<file path="src/rtl/fifo_reader_8x16.sv">
// fifo_reader_8x16: paced, single-outstanding pop engine for an 8-bit FIFO read port.
// Optional macro FIFO_RD_POP_COUNT_EN adds o_Pop_Count, an 8-bit wrapping capture counter.

module fifo_reader_8x16 #(
  parameter int unsigned PACE_CLKS  = 4,
  parameter int unsigned RD_LATENCY = 1
) (
  input  logic       i_Clk,
  input  logic       i_Reset_n,
  input  logic       i_Enable,
  input  logic       i_FIFO_Empty,
  input  logic [7:0] i_Data_Read,
  input  logic       i_Ready,
  output logic       o_Switch_Rd_Wr,
  output logic       o_Btn_Next,
  output logic       o_Busy,
  output logic [7:0] o_Data,
  output logic       o_Valid
`ifdef FIFO_RD_POP_COUNT_EN
  ,
  output logic [7:0] o_Pop_Count
`endif
);

  localparam int unsigned DATA_W = 8;
  localparam int unsigned PACE_W = 8;
  localparam int unsigned WAIT_W = 3;

  typedef enum logic [1:0] {
    ST_IDLE  = 2'd0,
    ST_PULSE = 2'd1,
    ST_WAIT  = 2'd2,
    ST_HOLD  = 2'd3
  } state_t;

  state_t              state_q, state_d;
  logic [PACE_W-1:0]   pace_q,  pace_d;
  logic [WAIT_W-1:0]   wait_q,  wait_d;
  logic [DATA_W-1:0]   data_q,  data_d;
  logic                valid_q, valid_d;
  logic                btn_q,   btn_d;
  logic                busy_q,  busy_d;

  // State and registered outputs
  always_ff @(posedge i_Clk or negedge i_Reset_n) begin
    if (!i_Reset_n) begin
      state_q <= ST_IDLE;
      pace_q  <= '0;
      wait_q  <= '0;
      data_q  <= '0;
      valid_q <= 1'b0;
      btn_q   <= 1'b0;
      busy_q  <= 1'b0;
    end else begin
      state_q <= state_d;
      pace_q  <= pace_d;
      wait_q  <= wait_d;
      data_q  <= data_d;
      valid_q <= valid_d;
      btn_q   <= btn_d;
      busy_q  <= busy_d;
    end
  end

  // Next-state and next-output logic
  always_comb begin
    state_d = state_q;
    pace_d  = (pace_q != '0) ? pace_q - PACE_W'(1) : '0;
    wait_d  = wait_q;
    data_d  = data_q;
    valid_d = valid_q;

    unique case (state_q)
      ST_IDLE: begin
        if (i_Enable && !i_FIFO_Empty && (pace_q == '0)) begin
          state_d = ST_PULSE;
        end
      end
      ST_PULSE: begin
        state_d = ST_WAIT;
        wait_d  = WAIT_W'(RD_LATENCY - 1);
      end
      ST_WAIT: begin
        // Empty flag is not consulted here: the issued pop is always captured
        if (wait_q == '0) begin
          data_d  = i_Data_Read;
          valid_d = 1'b1;
          state_d = ST_HOLD;
        end else begin
          wait_d = wait_q - WAIT_W'(1);
        end
      end
      ST_HOLD: begin
        if (valid_q && i_Ready) begin
          valid_d = 1'b0;
          pace_d  = PACE_W'(PACE_CLKS - 1);
          state_d = ST_IDLE;
        end
      end
      default: state_d = ST_IDLE;
    endcase

    btn_d  = (state_d == ST_PULSE);
    busy_d = (state_d != ST_IDLE);
  end

  assign o_Switch_Rd_Wr = 1'b0;
  assign o_Btn_Next     = btn_q;
  assign o_Busy         = busy_q;
  assign o_Data         = data_q;
  assign o_Valid        = valid_q;

`ifdef FIFO_RD_POP_COUNT_EN
  logic [7:0] pop_cnt_q;

  // Counts captures; wraps naturally at 8 bits
  always_ff @(posedge i_Clk or negedge i_Reset_n) begin
    if (!i_Reset_n) begin
      pop_cnt_q <= '0;
    end else if ((state_q == ST_WAIT) && (wait_q == '0)) begin
      pop_cnt_q <= pop_cnt_q + 8'd1;
    end
  end

  assign o_Pop_Count = pop_cnt_q;
`endif

endmodule

</file>
<file path="config.mk">
export PLATFORM = sky130hd
export DESIGN_NAME = fifo_reader_8x16
export DESIGN_NICKNAME = d
export VERILOG_FILES = /design/src/rtl/fifo_reader_8x16.sv
export SDC_FILE = /design/constraint.sdc
export NUM_CORES = 1
export LEC_CHECK = 0
export ABC_AREA = 1
export CAP_MARGIN = 40
export CORE_UTILIZATION = 55
export CTS_BUF_LIST = sky130_fd_sc_hd__clkbuf_8
export CTS_CLUSTER_SIZE = 16
export DETAILED_ROUTE_END_ITERATION = 16
export GPL_ROUTABILITY_DRIVEN = 0
export PLACE_DENSITY = 0.86
export SYNTH_ARGS = -nofsm -noshare
export SYNTH_HDL_FRONTEND = slang
export SYNTH_SLANG_ARGS = --single-unit
</file>
<file path="constraint.sdc">
create_clock -name i_Clk -period 3.6 [get_ports i_Clk]
set_input_delay 0.36 -clock i_Clk [delete_from_list [all_inputs] [get_ports i_Clk]]
set_output_delay 0.36 -clock i_Clk [all_outputs]
set_load 0.02 [all_outputs]
</file>
==> qor.yml <==
status: "finished clean"
vias: 911
holdBufCountCts: 0
worstSkewPairLatency_ns: 0.26
seqPwrFrac_pct: 38.2
ys_types: 23
dp_cells: 181
cp_max_fo: 3
core_um2: 1960
syn_nets: 148
antenna_found_initial: 0
syn2layout_area_growth_pct: 27.6
cap_viol_max_count: 0
required_ns: 3.24
pwr-share-clk_pct: 15.2
dieArea_um2: 2260
ir_drop_mv: 0.578
routed_wl_mm: 2.14
power_frac_comb_pct: 46.6
num-nets-final: 175
crit_slowest_cell: "clkdlybuf4s50_1"
drc: 0
dp_hpwl_mm: 1.57
start_kind: "flop"
ys_seq_area_share_pct: 52.6
fin_crit_ns: 1.61
synth_area_um2: 1140
synth_xor_area_share_pct: 3.07
dr.pass1.iters: 4
clock_skew_ns: 0.00370
synth_top_family_by_area: "simple AND/OR/NAND/NOR gates"
grt_pass1_wl_mm: 3.52
path_clk_slew_ns: 0.08
crit_family: "buffers and inverters"
synthAdderAreaFrac_pct: 3.29
muxShareOfSynthArea_pct: 0
worstSetupPathType: "flop to output port"
cts_buffer_depth: 2
grt_pass1_vias: 839
wl_per_cell_um: 11.5
cts-buffers-inserted: 3
cp_cell_sequence: "clkdlybuf4s50_1"
nFillCells: 152
cts_setup_buffers: 0
cp.arrival_ns: 1.25
layout.cells.non_filler: 185
rsz0062_at_grt: "false"
setup_violations: 0
overflow: 0
power.switching_uw: 486
grt_use_total_pct: 21.9
fin_tns_setup_ns: 0
fin_hold_ws_ns: 0.422
viasPerCell: 4.92
die_w_um: 47.6
p_per_area_nw_per_um2: 817
fin_crit_sh_pct: 44.7
total_leakage_power_uw: 0.000728
start_util_pct: 58.2
n_antenna_cell: 0
cts_root_buf: "clkbuf_8"
cts_tree: "done"
antenna_left: 0
finalHoldViolCount: 0
p_sw_share_pct: 40.8
cts_resized: 0
yosys_register_bits: 24
total_power_uw: 1190
rows: 16
drt_iter0_drc: 14
internal_power_uw: 704
synthCells: 132
synth_compound_area_share_pct: 3.73
final_util_pct: 74.2
htreeDepth: 1
path_buf_inv: 1
die_h_um: 47.6
yosys.area_share.simple_pct: 30.0
grt_max_degree: 16
io_buffers: 23
pin_count: 25
layout-drive-gt1-share_pct: 9.49
fmax_mhz: 621
ys_warn_count: 0
reg2reg_slack_ns: 2.21
critPathMaxStageDelay_ns: 0.61
synth.avg_cell_area_um2: 8.64
report.final.slew_viol_count: 0
hp-class: "primary input to async pin"
cts_sinks: 24
endpoint_kind: "output port"
power groups by stage:
stage | Sequential (uW) | Clock [uW] | Combinational, uW
after floorplan | 510 | 0 | 318
after global routing | 468 | 197 | 619
after detailed placement | 456 | 0 | 555
final | 454 | 181 | 555
after CTS | 453 | 183 | 562
after global placement | 453 | 0 | 535
through the flow:
stage | setup WS, ns | area [um^2]
5_1_grt | 1.93 | 1460
6_report | 1.99 | 1460
2_1_floorplan | 2.42 | 1140
3_3_place_gp | 1.98 | 1390
4_1_cts | 1.98 | 1460
3_5_place_dp | 2.14 | 1400
per-layer routing:
layer	global-route usage, %	share of wire, %	vias to the layer above	routed length (um)
met5	0	0	-	0
li1	-	-	461	-
met1	30.2	46	424	975
met3	3.40	3.0	3	64
met2	36.4	50	23	1080
met4	5.00	0.89	0	19
layout by cell type, fill, tap and decap left out, types with 2 or more instances in the layout:
master	count
clkbuf_8	4
clkdlybuf4s50_1	23
dfrtp_1	24
ha_1	3
inv_1	13
inv_2	3
nand2_1	39
nand2_4	2
nand3_1	12
nand4_1	2
nor2_1	15
nor2_4	2
o21bai_1	2
o22ai_1	2
xnor2_1	2
xor2_1	2
state kept, by name, indices dropped and copies added, names as in the netlist:
name and flops:
pace_q 8, wait_q 3, state_q 2, o_Data 8
o_Busy 1, o_Valid 1, o_Btn_Next 1
worst paths after layout:
path | startpoint | end | depth (start not counted)
max | o_Valid | o_Valid | 1
min reg2reg | o_Data[4] | o_Data[4] | 2
min | i_Reset_n | o_Btn_Next | 1
min in group i_Clk | o_Data[4] | o_Data[4] | 2
max in group asynchronous | i_Reset_n | pace_q[5] | 2
max reg2reg | state_q[0] | wait_q[2] | 4
cell usage after synthesis (all sizes together):
| library cell | instances | area [um^2] |
|---|---|---|
| dfrtp | 24 | 601 |
| xor2 | 2 | 17.5 |
| buf | 2 | 18.8 |
| nand4 | 2 | 12.5 |
| nand3 | 13 | 70.1 |
| nor2 | 18 | 85.1 |
| o21bai | 2 | 15.0 |
| inv | 16 | 60.1 |
| xnor2 | 2 | 17.5 |
| conb | 1 | 3.75 |
| ha | 3 | 37.5 |
| a21oi | 1 | 5.00 |
| nand2 | 42 | 175 |
| o22ai | 2 | 12.5 |
| o21ai | 2 | 10.0 |
final cells by class:
cell class                      count  area (um^2)  share of cell area [%]
Clock buffer                        4         55.1                    3.78
Inverter                           16         60.1                    4.12
Multi-Input combinational cell     90          462                    31.7
Sequential cell                    24          601                    41.2
Tap cell                           27         33.8                    2.32
Timing Repair Buffer               24          245                    16.8
cell families (layout without fill, tap and decap cells):
family / after synthesis / in the layout
fa+ha+maj: 3 / 3
flops: 24 / 24
simple gates: 75 / 75
other cells: 1 / 1
xor+xnor: 4 / 4
compound gates: 7 / 7
buf+inv: 18 / 44
Power figures use the tool's default switching activity.
